<file path="src/rtl/i2c_target.sv">
// I2C target: oversampled SCL/SDA, START/STOP decode, 7-bit address match, RX/TX FIFO handshakes.
// Optional feature macro CLK_STRETCH_EN: hold SCL low while the TX FIFO is empty during a read.
module i2c_target #(
    parameter int I2C_DATA_WIDTH = 8,
    parameter int I2C_ADDR_WIDTH = 7,
    parameter int SYNC_STAGES    = 2
) (
    input  logic                      clk,
    input  logic                      reset,
    input  logic                      scl_i,
    input  logic                      sda_i,
    output logic                      scl_oe,
    output logic                      sda_oe,
    input  logic [I2C_ADDR_WIDTH-1:0] slv_addr,
    input  logic                      rx_full,
    output logic                      rx_wr_en,
    output logic [I2C_DATA_WIDTH-1:0] rx_wr_data,
    input  logic                      tx_empty,
    output logic                      tx_rd_en,
    input  logic [I2C_DATA_WIDTH-1:0] tx_rd_data,
    output logic                      busy,
    output logic                      rx_overflow
);

    localparam int         DW       = I2C_DATA_WIDTH;
    localparam logic [3:0] LAST_BIT = 4'(DW - 1);
    localparam logic [3:0] ACK_SLOT = 4'(DW);

    typedef enum logic [2:0] {
        IDLE, ADDR, ADDR_ACK, RX_BYTE, RX_ACK, TX_LOAD, TX_BYTE, TX_ACK
    } state_t;

    state_t                  state;
    logic [SYNC_STAGES-1:0]  scl_sync;
    logic [SYNC_STAGES-1:0]  sda_sync;
    logic                    scl_s;
    logic                    sda_s;
    logic                    scl_d;
    logic                    sda_d;
    logic                    scl_rise;
    logic                    scl_fall;
    logic                    start_det;
    logic                    stop_det;
    logic [DW-1:0]           shift;
    logic [DW-1:0]           shift_nxt;
    logic [3:0]              bit_cnt;
    logic                    addr_hit;
    logic                    rw;
    logic                    ack_ok;
    logic                    ack_phase;
    logic [1:0]              tx_step;

    // Synchroniser plus one edge-detect flop; idles high like a released bus.
    always_ff @(posedge clk) begin
        if (reset) begin
            scl_sync <= '1;
            sda_sync <= '1;
            scl_d    <= 1'b1;
            sda_d    <= 1'b1;
        end else begin
            scl_sync <= {scl_sync[SYNC_STAGES-2:0], scl_i};
            sda_sync <= {sda_sync[SYNC_STAGES-2:0], sda_i};
            scl_d    <= scl_s;
            sda_d    <= sda_s;
        end
    end

    assign scl_s     = scl_sync[SYNC_STAGES-1];
    assign sda_s     = sda_sync[SYNC_STAGES-1];
    assign scl_rise  = scl_s && !scl_d;
    assign scl_fall  = !scl_s && scl_d;
    assign start_det = scl_s && scl_d && sda_d && !sda_s;
    assign stop_det  = scl_s && scl_d && !sda_d && sda_s;
    assign shift_nxt = {shift[DW-2:0], sda_s};
    assign addr_hit  = (shift_nxt[DW-1 -: I2C_ADDR_WIDTH] == slv_addr);

`ifdef CLK_STRETCH_EN
    logic scl_hold;
    assign scl_oe = scl_hold;
`else
    assign scl_oe = 1'b0;
`endif

    always_ff @(posedge clk) begin
        if (reset) begin
            state       <= IDLE;
            shift       <= '0;
            bit_cnt     <= '0;
            rw          <= 1'b0;
            ack_ok      <= 1'b0;
            ack_phase   <= 1'b0;
            tx_step     <= '0;
            sda_oe      <= 1'b0;
            busy        <= 1'b0;
            rx_wr_en    <= 1'b0;
            rx_wr_data  <= '0;
            tx_rd_en    <= 1'b0;
            rx_overflow <= 1'b0;
`ifdef CLK_STRETCH_EN
            scl_hold    <= 1'b0;
`endif
        end else begin
            rx_wr_en    <= 1'b0;
            tx_rd_en    <= 1'b0;
            rx_overflow <= 1'b0;
            if (start_det || stop_det) begin
                // A repeated START keeps busy; only STOP or an address miss ends the transaction.
                state     <= start_det ? ADDR : IDLE;
                shift     <= '0;
                bit_cnt   <= '0;
                ack_phase <= 1'b0;
                tx_step   <= '0;
                sda_oe    <= 1'b0;
                if (stop_det)
                    busy <= 1'b0;
`ifdef CLK_STRETCH_EN
                scl_hold  <= 1'b0;
`endif
            end else begin
                case (state)
                    IDLE: ;

                    ADDR: begin
                        if (scl_rise) begin
                            shift <= shift_nxt;
                            if (bit_cnt == LAST_BIT) begin
                                if (addr_hit) begin
                                    rw      <= sda_s;
                                    busy    <= 1'b1;
                                    bit_cnt <= ACK_SLOT;
                                    state   <= ADDR_ACK;
                                end else begin
                                    busy    <= 1'b0;
                                    bit_cnt <= '0;
                                    state   <= IDLE;
                                end
                            end else begin
                                bit_cnt <= bit_cnt + 4'd1;
                            end
                        end
                    end

                    // First fall drives the ACK/NACK bit, second fall releases it.
                    ADDR_ACK, RX_ACK: begin
                        if (scl_rise)
                            bit_cnt <= '0;
                        if (scl_fall) begin
                            if (!ack_phase) begin
                                ack_phase <= 1'b1;
                                sda_oe    <= (state == ADDR_ACK) || ack_ok;
                            end else begin
                                ack_phase <= 1'b0;
                                sda_oe    <= 1'b0;
                                bit_cnt   <= '0;
                                if (state == ADDR_ACK)
                                    state <= rw ? TX_LOAD : RX_BYTE;
                                else
                                    state <= ack_ok ? RX_BYTE : IDLE;
                            end
                        end
                    end

                    RX_BYTE: begin
                        if (scl_rise) begin
                            shift <= shift_nxt;
                            if (bit_cnt == LAST_BIT) begin
                                if (!rx_full) begin
                                    rx_wr_en   <= 1'b1;
                                    rx_wr_data <= shift_nxt;
                                    ack_ok     <= 1'b1;
                                end else begin
                                    rx_overflow <= 1'b1;
                                    ack_ok      <= 1'b0;
                                end
                                bit_cnt <= ACK_SLOT;
                                state   <= RX_ACK;
                            end else begin
                                bit_cnt <= bit_cnt + 4'd1;
                            end
                        end
                    end

                    // Pop, wait one clk for the FIFO output register, then load.
                    TX_LOAD: begin
                        case (tx_step)
                            2'd0: begin
                                if (!tx_empty) begin
                                    tx_rd_en <= 1'b1;
                                    tx_step  <= 2'd1;
                                end else begin
`ifdef CLK_STRETCH_EN
                                    scl_hold <= 1'b1;
`else
                                    shift    <= '1;
                                    sda_oe   <= 1'b0;
                                    bit_cnt  <= '0;
                                    state    <= TX_BYTE;
`endif
                                end
                            end
                            2'd1: tx_step <= 2'd2;
                            default: begin
                                shift   <= tx_rd_data;
                                sda_oe  <= ~tx_rd_data[DW-1];
                                bit_cnt <= '0;
                                tx_step <= 2'd0;
                                state   <= TX_BYTE;
                            end
                        endcase
                    end

                    TX_BYTE: begin
`ifdef CLK_STRETCH_EN
                        scl_hold <= 1'b0;
`endif
                        if (scl_rise)
                            bit_cnt <= bit_cnt + 4'd1;
                        if (scl_fall) begin
                            if (bit_cnt == ACK_SLOT) begin
                                sda_oe <= 1'b0;
                                state  <= TX_ACK;
                            end else begin
                                shift  <= {shift[DW-2:0], 1'b1};
                                sda_oe <= ~shift[DW-2];
                            end
                        end
                    end

                    // bit_cnt is ACK_SLOT on entry and 0 once the ACK has been sampled.
                    TX_ACK: begin
                        if (scl_rise) begin
                            bit_cnt <= '0;
                            if (sda_s)
                                state <= IDLE;
                        end else if (scl_fall && bit_cnt == 4'd0) begin
                            state <= TX_LOAD;
                        end
                    end

                    default: state <= IDLE;
                endcase
            end
        end
    end

endmodule

</file>
<file path="config.mk">
export PLATFORM = sky130hd
export DESIGN_NAME = i2c_target
export DESIGN_NICKNAME = d
export VERILOG_FILES = /design/src/rtl/i2c_target.sv
export SDC_FILE = /design/constraint.sdc
export NUM_CORES = 1
export LEC_CHECK = 0
export CORE_MARGIN = 2
export CORE_UTILIZATION = 51
export CTS_BUF_LIST = sky130_fd_sc_hd__clkbuf_4 sky130_fd_sc_hd__clkbuf_8
export CTS_CLUSTER_SIZE = 28
export DETAILED_ROUTE_END_ITERATION = 10
export DONT_BUFFER_PORTS = 1
export PLACE_DENSITY = 0.66
export SLEW_MARGIN = 30
export SYNTH_ARGS = -nofsm -noshare
export SYNTH_HDL_FRONTEND = slang
export SYNTH_SLANG_ARGS = --single-unit
</file>
<file path="constraint.sdc">
create_clock -name clk -period 2.7 [get_ports clk]
set_clock_uncertainty 0.15 [all_clocks]
set_input_delay 0.405 -clock clk [delete_from_list [all_inputs] [get_ports clk]]
set_output_delay 0.405 -clock clk [all_outputs]
set_load 0.1 [all_outputs]
</file>
== After elaboration in Yosys (flattened, before gate mapping) ==
Index checks and enable logic that the tools add are counted.
W data, S select, Z words.

* Add/sub/neg operators: 1
* Equal/unequal tests: 34
* Muxes and demuxes: 57
* Bitwise operators: 9
* Reductions and logical operators: 38

{| class="wikitable"
|+ Operators by type and width
! kind !! number
|-
| $mux W3 || 15
|-
| $mux W4 || 10
|-
| $ne A3 B3 Y1 const B || 10
|-
| $mux W7 || 4
|-
| $pmux W4 S6 || 1
|-
| $pmux W7 S3 || 1
|-
| $ne A2 B2 Y1 const B || 9
|-
| $pmux W3 S6 || 1
|-
| $mux W1 || 16
|-
| $reduce_and A5 Y1 || 3
|-
| $pmux W7 S2 || 1
|-
| $reduce_and A13 Y1 || 1
|-
| $eq A3 B3 Y1 const B || 4
|-
| $ne A4 B4 Y1 const B || 3
|-
| $reduce_and A6 Y1 || 2
|-
| $not A1 Y1 || 9
|-
| $logic_and A1 B1 Y1 || 8
|-
| $pmux W4 S2 || 1
|-
| $reduce_and A4 Y1 || 2
|-
| $eq A7 B7 Y1 || 1
|-
| $reduce_bool A7 Y1 || 1
|-
| $eq A3 B2 Y1 const B || 2
|-
| $mux W2 || 3
|-
| $pmux W3 S2 || 1
|-
| other kinds (20) || 30
|}

* Bits in registers: 38
* Bits of input ports: 21
* Output and inout bits: 14
* Logic and storage cells: 156

== Depth between registers and ports, before layout ==
Gate-level depths: netlist of run 1.

* Depth in word-level cells: 7
* Mapped depth: 8
* Gate-level depth less buffers: 7

== Worst setup path before layout of run 1 ==
No wires, ideal clock.

* Path type: flip-flop to flip-flop
* Start point: reg bit_cnt[0]
* End point: reg state[2]
* Setup time: 0.123 ns
* Data arrival time: 1.741 ns
* Required time: 2.427 ns
* Setup slack: 0.685 ns
* Cell stages (with the launch flop): 8
* Path buffers: 0
* Period minus slack after synthesis: 2.015 ns
* Path through: dfxtp_1 inv_1 ha_1 nor2b_1 a21oi_1 or4_1 o21ai_1 mux2_1

* Cells in the longest elaborated chain, start to end: 4
* Elaborated cells between the ends (all ways): 9
* Classes of those cells: eq/ne (6); reduce/logical (3)

{| class="wikitable"
|+ RTL lines
! element !! line !! RTL
|-
| start: declaration || 46 || <nowiki>logic [3:0] bit_cnt;</nowiki>
|-
| start signal: assignment || 138 || <nowiki>bit_cnt <= bit_cnt + 4'd1;</nowiki>
|-
| start signal: assignment || 178 || <nowiki>bit_cnt <= bit_cnt + 4'd1;</nowiki>
|-
| start signal: assignment || 217 || <nowiki>bit_cnt <= bit_cnt + 4'd1;</nowiki>
|-
| $logic_not A4 Y1 || 235 || <nowiki>end else if (scl_fall && bit_cnt == 4'd0) begin</nowiki>
|-
| $logic_and A1 B1 Y1 || 235 ||
|-
| $ne A4 B4 Y1 (no line) || - ||
|-
| $reduce_and A13 Y1 (no line) * || - ||
|-
| end signal: assignment || 108 || <nowiki>state <= start_det ? ADDR : IDLE;</nowiki>
|-
| end signal: assignment || 156 || <nowiki>state <= rw ? TX_LOAD : RX_BYTE;</nowiki>
|-
| end signal: assignment || 158 || <nowiki>state <= ack_ok ? RX_BYTE : IDLE;</nowiki>
|-
| end: declaration || 33 || <nowiki>state_t state;</nowiki>
|}

Every way passes the cells marked *; elsewhere a longest branch is shown, timed or not.
A chain may end at the register's enable or synchronous reset.

== Worst setup path in the final report of run 1 ==
Same ends and word-level chain as after synthesis.

==> results.sh, run 1 <==
export IMPL_path_max_fanout=4
export IMPL_initial_core_util_pct=53.0
export IMPL_p_leak_nw=0.925
export IMPL_clk_latency_ps=290
export IMPL_die_w_um=68.5
export IMPL_ir_drop_mv=0.327
export IMPL_mostFrequentLayoutCell="dfxtp_1"
export IMPL_fp_row_count=23
export IMPL_wl_um=4680
export IMPL_syn_cell_area_um2=2120
export IMPL_path_class="flop to flop"
export IMPL_tns_ps=0
export IMPL_grt_use_met1_pct=28.7
export IMPL_multi_input_area_um2=1220
export IMPL_syn_area_per_cell_um2=8.59
export IMPL_drive_gt1_share_pct=15.1
export IMPL_cts_root_buf="clkbuf_8"
export IMPL_synth_edf_count=0
export IMPL_max_slew_margin_pct=35.1
export IMPL_tightest_slew_ps=973
export IMPL_busiest_layer="met2"
export IMPL_use_met3_pct=6.25
export IMPL_overflow=0
export IMPL_antenna_found_initial=0
export IMPL_grt_usage_pct=22.3
export IMPL_fin_crit_ps=2180
export IMPL_start_kind="flop"
export IMPL_ys_warn_count=0
export IMPL_combPwrFrac_pct=4.6
export IMPL_path_clk_slew_ps=80
export IMPL_grt_pass1_wl_um=7730
export IMPL_seq_area_um2=761
export IMPL_grtUsageMet2_pct=34.4
export IMPL_synth_seq_area_share_pct=35.9
export IMPL_p_int_w=0.000791
export IMPL_cts_made_buffers=5
export IMPL_postCtsResizedCells=0
export IMPL_cts_sinks=38
export IMPL_status="finished clean"
export IMPL_drt_iter0_drc=153
export IMPL_report_final_slew_viol_count=0
export IMPL_final_hold_viol_count=0
export IMPL_vias=1769
export IMPL_core_um2=4000
export IMPL_cts_tree="built"
export IMPL_cts_buffer_depth=2
export IMPL_io_buffers=0
export IMPL_wl_per_cell_um=15.5
export IMPL_setup_viol=0
export IMPL_period_share_pct=80.9
export IMPL_cap_violations=0
export IMPL_syn_inst=247
export IMPL_total_switching_power_w=0.000247
export IMPL_rsz0062_at_grt="false"
export IMPL_synthFlopType="dfxtp_1"
export IMPL_drc_errors=0
export IMPL_async_flop_share_pct=0
export IMPL_layout_common_cells="dfxtp_1, nor2_1, a21oi_1"
export IMPL_ios=35
export IMPL_endpoint_kind="flop"
export IMPL_worstReg2RegStart="bit_cnt[0]"
export IMPL_synth_seq_cells=38
export IMPL_vias_per_cell=5.86
export IMPL_seq_power_share_pct=54.6
export IMPL_clkPwrFrac_pct=40.8
export IMPL_drtAntennaViolNets=0
export IMPL_synth_fp_nets=270
export IMPL_cts_hold_buffers=0
export IMPL_startpoint="bit_cnt[0]"
export IMPL_fp_dieArea_um2=4690
export IMPL_synth_distinct_cells=61
export IMPL_dp_hpwl_um=3470
export IMPL_die_h_um=68.5
export IMPL_crit_required_ps=2740
export IMPL_nFillCells=372
export IMPL_syn_to_final_growth_pct=7.61
export IMPL_cts_setup_buffers=0
export IMPL_power_density_nw_per_um2=455
export IMPL_hold_class="input port to flop"
export IMPL_nNetsFinal=274
export IMPL_gp_congestion=0.889
export IMPL_netSwitchingFraction_pct=23.8
export IMPL_first_global_vias=1686
export IMPL_post_route_util_pct=57.1
export IMPL_dr_pass1_iters=4
export IMPL_cts_htree_levels=2
export IMPL_diodes=0
export IMPL_grt_max_degree=24
export IMPL_min_from="reset"
export IMPL_fmax_mhz=458
export IMPL_arrival_ps=2220
## power by group through the flow
stage	logic (W)	clock network [W]	registers, W
after floorplan	0.0000467	0	0.000578
after global placement	0.0000473	0	0.000580
after detailed placement	0.0000472	0	0.000580
after CTS	0.0000472	0.000433	0.000567
after global routing	0.0000522	0.000457	0.000568
final	0.0000474	0.000424	0.000567
## sequential cells by signal, indices dropped and copies added (netlist names)
signal	flops
shift	7
state	3
ack_phase	1
scl_d	1
rx_wr_en	1
sda_d	1
scl_sync	2
busy	1
sda_sync	2
rx_overflow	1
bit_cnt	4
sda_oe	1
rx_wr_data	8
ack_ok	1
tx_rd_en	1
tx_step	2
rw	1
## logic make-up (layout without fill, tap and decap cells)
family	count (synthesis)	in the layout	synth area share, %
multiplexers	14	14	6.78
flip-flops	38	38	35.9
AND/OR/NAND/NOR	95	95	24.8
AO/OA/AOI/OAI	59	59	19.9
other	1	1	0.177
XOR/XNOR	11	11	4.54
adder cells (fa/ha/maj)	2	2	1.18
buffers and inverters	27	32	6.73
## routing by layer
| metal | up-vias | routed length [um] | part of all wire (%) |
|---|---|---|---|
| li1 | 884 | - | - |
| met1 | 814 | 2120 | 45 |
| met2 | 64 | 2190 | 47 |
| met3 | 7 | 320 | 6.8 |
| met4 | 0 | 52 | 1.1 |
| met5 | - | 0 | 0 |
## layout make-up
class,instances,area share (%)
Multi-Input combinational cell,182,53.3
Clock buffer,6,3.62
Sequential cell,38,33.3
Clock inverter,2,0.713
Inverter,10,1.64
Timing Repair Buffer,14,4.61
Tap cell,50,2.74
## metrics by stage
step | hold slack (ps) | std cells | instance area (um2) | setup slack, ps | power, W
floorplan | 239 | 247 | 2120 | 685 | 0.000625
global placement | 242 | 294 | 2180 | 548 | 0.000628
detailed placement | 249 | 294 | 2180 | 521 | 0.000627
CTS | 18.0 | 302 | 2280 | 507 | 0.00105
global route | 6.08 | 302 | 2280 | 369 | 0.00108
finish | 25.0 | 302 | 2280 | 517 | 0.00104
## worst max-delay path: stages (launching register included)
cell	delay, ps
dfxtp_1	340
inv_1	100
ha_1	150
nor2b_1	200
a21oi_1	140
or4_1	520
o21ai_1	160
mux2_1	320
## worst paths after layout
path	to	slack [ps]	cells after the start
worst min register to register	scl_sync[1]	270	1
worst min-delay path	ack_ok	30	1
worst max-delay path	state[2]	520	7
worst max register to register	state[2]	520	7
## cells in the mapped netlist (all sizes together) (5+ instances only)
cell | instances | area, um2
xor2 | 7 | 61.3
dfxtp | 38 | 761
inv | 10 | 37.5
clkbuf | 5 | 18.8
nand2 | 12 | 45.0
nand3 | 10 | 50.1
mux2i | 11 | 110
nor2b | 9 | 56.3
buf | 12 | 86.3
o221ai | 7 | 61.3
nor2 | 22 | 85.1
or2 | 8 | 50.1
a21oi | 17 | 88.8
o21ai | 12 | 60.1
nand2b | 12 | 75.1
Note: power is estimated with default switching activity, not from simulation.
==> run 2, diff against run 1 <==
Clock period 2.7 ns to 2.1 ns, I/O delays scaled along.
==> run 2 against run 1 <==
First-iteration DRC count fell by 27%; clock-buffer cell count did not move; flip-flop and latch count did not move; highest routed layer unchanged; cell count rose by 10%; sequential share of layout area fell by 3.9 points; non-clock buffer count rose by 31; largest power group is now the clock network; core utilization rose by 8.5 points.
==> results.sh, run 2 (synthesis gave the netlist of run 1 again) <==
export IMPL_status="finished clean"
export IMPL_cts_buffer_depth=2
export IMPL_ir_drop_mv=0.408
export IMPL_ios=35
export IMPL_rsz0062_at_grt="true"
export IMPL_mostFrequentLayoutCell="buf_4"
export IMPL_initial_core_util_pct=53.0
export IMPL_nNetsFinal=305
export IMPL_clk_latency_ps=290
export IMPL_layout_common_cells="buf_4, dfxtp_1, nor2_1"
export IMPL_fp_dieArea_um2=4690
export IMPL_place_ws_ps=-12.5
export IMPL_arrival_ps=2070
export IMPL_grt_pass1_wl_um=8190
export IMPL_tightest_slew_ps=661
export IMPL_power_total_w=0.00158
export IMPL_crit_required_ps=2130
export IMPL_final_hold_viol_count=0
export IMPL_min_from="rx_full"
export IMPL_holdWs_ps=20.1
export IMPL_core_um2=4000
export IMPL_dp_hpwl_um=3800
export IMPL_cts_htree_levels=2
export IMPL_p_leak_nw=1.12
export IMPL_nFillCells=340
export IMPL_grt_max_degree=18
export IMPL_grt_usage_pct=23.7
export IMPL_path_clk_slew_ps=80
export IMPL_path_class="flop to flop"
export IMPL_largest_reg_flops=8
export IMPL_cts_sinks=38
export IMPL_top_regs="rx_wr_data (8), shift (7), bit_cnt (4)"
export IMPL_cap_violations=0
export IMPL_cts_made_buffers=5
export IMPL_drive_gt1_share_pct=27.9
export IMPL_dr_pass1_iters=4
export IMPL_syn_to_final_growth_pct=23.7
export IMPL_design_area_um2=2620
export IMPL_fin_ws_ps=60.0
export IMPL_path_max_fanout=5
export IMPL_seq_area_um2=772
export IMPL_overflow=0
export IMPL_report_final_slew_viol_count=0
export IMPL_post_route_util_pct=65.6
export IMPL_die_h_um=68.5
export IMPL_fmax_mhz=490
export IMPL_die_w_um=68.5
export IMPL_worstReg2RegStart="bit_cnt[1]"
export IMPL_multi_input_area_um2=1260
export IMPL_wl_per_cell_um=15.7
export IMPL_hold_class="input port to flop"
export IMPL_power_density_nw_per_um2=604
export IMPL_vias_per_cell=5.74
export IMPL_drt_iter0_drc=112
export IMPL_cts_tree="built"
export IMPL_cts_root_buf="clkbuf_8"
export IMPL_diodes=0
export IMPL_startpoint="bit_cnt[1]"
export IMPL_vias=1910
export IMPL_fp_row_count=23
export IMPL_antenna_found_initial=0
export IMPL_drc_errors=0
export IMPL_endpoint_kind="flop"
export IMPL_period_share_pct=97.1
export IMPL_io_buffers=0
export IMPL_drtAntennaViolNets=0
export IMPL_first_global_vias=1761
export IMPL_wl_um=5220
export IMPL_start_kind="flop"
export IMPL_gp_congestion=0.916
export IMPL_max_slew_margin_pct=55.6
export IMPL_fin_crit_ps=2040
export IMPL_setup_viol=0
export IMPL_largest_register="rx_wr_data"
export IMPL_placed_area_um2=2390
-- run 2: where the power goes --
part / leakage [nW] / internal (W) / switching (W)
logic: 0.739 / 0.0000336 / 0.0000499
registers: 0.310 / 0.000722 / 0.00000307
clock network: 0.0714 / 0.000507 / 0.000268
total: 1.12 / 0.00126 / 0.000321
-- run 2: stage by stage --
stage | TNS (ps) | cells
after floorplan | 0 | 247
after global placement | 0 | 321
after detailed placement | -12.5 | 321
after CTS | 0 | 332
after global routing | -33.1 | 333
final | 0 | 333
-- run 2: path summary, 6_finish.rpt --
path	slack, ps	depth (start not counted)	end
worst max-delay path	60	6	state[2]
worst min-delay path	20	1	rx_overflow
worst max register to register	60	6	state[2]
worst min register to register	260	1	sda_sync[1]
-- run 2: routing by layer --
layer  track usage, %  wire, um  up-vias
met4             11.0       142        0
met3             7.73       439       14
met5                0         0        -
li1                 -         -      938
met2             37.7      2450       78
met1             28.9      2190      880
-- run 2: repair_timing --
action | CTS | global route
setup buffers | 0 | 0
cloned | 0 | 1
gates resized for setup | 2 | 17
hold buffers | 3 | 0
pin swaps | 0 | 7
endpoints found under the hold margin | 17 | 0
setup endpoints to repair | 1 | 22
-- run 2: cell type report --
cell class,count,area share [%]
clock inverter,2,2.29
inverter,10,1.43
multi-input combinational,182,48.1
timing repair buffer,45,13.2
clock buffer,6,3.15
sequential,38,29.4
tap,50,2.38
-- run 2: worst max-delay path, cell delays in order (launching register included) --
cell     delay, ps
dfxtp_4        380
ha_4           130
and3b_2        260
nor2_4          50
or4_1          490
o21ai_1        150
mux2_1         330
==> run 3, diff against run 2 <==
Settings changed: GPL_ROUTABILITY_DRIVEN set to 0.
==> run 3 against run 2 <==
Die area unchanged; combinational power grew 3.4%; flip-flop and latch count unchanged; worst hold slack improved by 2.4 ps; critical path depth unchanged; register-to-register slack about the same; sequential share of layout area barely moved; clock power increased by 0.5%; largest power group unchanged.
==> results.sh, run 3 (synthesis gave the netlist of run 1 again) <==
export IMPL_status="finished clean"
export IMPL_cts_tree="built"
export IMPL_dr_pass1_iters=5
export IMPL_ff2ff_setup_slack_ps=60
export IMPL_cts_setup_buffers=0
export IMPL_max_slew_margin_pct=58.4
export IMPL_cts_htree_levels=2
export IMPL_cts_sinks=38
export IMPL_p_leak_nw=1.12
export IMPL_drive_gt1_share_pct=26.6
export IMPL_holdWs_ps=22.6
export IMPL_endpoint_kind="flop"
export IMPL_largest_reg_flops=8
export IMPL_cts_root_buf="clkbuf_8"
export IMPL_arrival_ps=2080
export IMPL_cap_violations=0
export IMPL_rsz0062_at_grt="false"
export IMPL_tns_ps=0
export IMPL_report_final_slew_viol_count=0
export IMPL_drtAntennaViolNets=0
export IMPL_final_hold_viol_count=0
export IMPL_mostFrequentLayoutCell="buf_4"
export IMPL_layout_common_cells="buf_4, dfxtp_1, nor2_1"
export IMPL_hold_class="input port to flop"
export IMPL_wl_um=5080
export IMPL_largest_register="rx_wr_data"
export IMPL_setup_viol=0
export IMPL_die_h_um=68.5
export IMPL_wl_per_cell_um=15.3
export IMPL_fmax_mhz=490
export IMPL_r2r_end="state[2]"
export IMPL_nFillCells=327
export IMPL_drc_errors=0
export IMPL_fin_crit_ps=2040
export IMPL_path_clk_slew_ps=80
export IMPL_path_max_fanout=7
export IMPL_fp_row_count=23
export IMPL_period_share_pct=97.2
export IMPL_worstReg2RegStart="state[0]"
export IMPL_vias=1893
export IMPL_die_w_um=68.5
export IMPL_final_cells=332
export IMPL_reg2reg_depth=6
export IMPL_whs_endpoint="rx_overflow"
export IMPL_path_class="flop to flop"
export IMPL_crit_required_ps=2140
export IMPL_clk_latency_ps=300
export IMPL_fp_dieArea_um2=4690
export IMPL_ir_drop_mv=0.447
export IMPL_nNetsFinal=304
export IMPL_core_um2=4000
export IMPL_tightest_slew_ps=622
export IMPL_io_buffers=0
export IMPL_power_density_nw_per_um2=611
export IMPL_cts_buffer_depth=2
export IMPL_vias_per_cell=5.70
export IMPL_initial_core_util_pct=53.0
export IMPL_drt_iter0_drc=169
export IMPL_dp_hpwl_um=3710
export IMPL_hold_path_depth=1
export IMPL_diodes=0
export IMPL_grt_max_degree=18
export IMPL_antenna_found_initial=0
export IMPL_min_from="rx_full"
export IMPL_cts_made_buffers=5
export IMPL_syn_to_final_growth_pct=22.9
export IMPL_grt_usage_pct=23.9
export IMPL_overflow=0
export IMPL_grt_pass1_wl_um=8220
export IMPL_first_global_vias=1703
export IMPL_start_kind="flop"
export IMPL_ios=35
export IMPL_place_inst=321
export IMPL_top_regs="rx_wr_data (8), shift (7), bit_cnt (4)"
## run 3: cell count changes in the layout (fill, tap and decap cells not counted), sizes merged
cell	change
buf	-1
## run 3: worst max path at each step
stage / from / to / slack (ps) / cells after the start
6_report: state[0] / state[2] / 60 / 6
4_1_cts: bit_cnt[0] / state[1] / 8 / 8
3_3_place_gp: bit_cnt[0] / state[1] / -50 / 8
5_1_grt: state[0] / state[2] / 9 / 6
3_5_place_dp: bit_cnt[0] / state[1] / -110 / 8
2_1_floorplan: bit_cnt[0] / state[2] / 90 / 7
## run 3: final cells by class
| type | instances | area (um2) | area share, % |
|---|---|---|---|
| multi-input cells | 182 | 1260 | 48.2 |
| flip-flops and latches | 38 | 766 | 29.4 |
| repair buffers | 44 | 342 | 13.1 |
| clock buffers | 6 | 82.6 | 3.17 |
| well taps | 50 | 62.6 | 2.40 |
| clock inverters | 2 | 60.1 | 2.30 |
| inverters | 10 | 37.5 | 1.44 |
## run 3: metal layers
layer / wire length [um] / vias to the layer above / global-route usage (%) / part of all wire, %
li1: - / 944 / - / -
met4: 44 / 0 / 8.25 / 0.87
met2: 2350 / 53 / 36.1 / 46
met1: 2380 / 891 / 32.2 / 47
met5: 0 / - / 0 / 0
met3: 307 / 5 / 7.07 / 6.0
## run 3: per-stage QoR
stage,util (%),setup slack (ps),power [W],instance area (um2)
after floorplan,-,85.4,0.000803,2120
after global placement,59.6,-55.0,0.000818,2390
after detailed placement,59.6,-110,0.000818,2390
after CTS,64.2,7.59,0.00160,2570
after global routing,65.2,8.68,0.00164,2610
final,65.2,58.9,0.00159,2610
## run 3: where the power goes
group          internal (W)  total (W)  switching [W]  leakage [nW]
Combinational     0.0000351  0.0000863      0.0000512         0.737
Sequential         0.000725   0.000728     0.00000309         0.309
Clock              0.000507   0.000779       0.000272        0.0714
## run 3: critical path, cell delays in order, from the launching register on
cell and delay (ps):
dfxtp_2 370, buf_4 160, nand3b_1 150, nor3_4 80, or4_1 540, o21ai_1 150, mux2_1 320
## run 3: what timing repair did
item,4_1_cts,5_1_grt
endpoints found under the hold margin,17,0
hold buffers,3,0
endpoints found under the setup margin,3,19
gates resized for setup,2,12
pin swaps,1,4
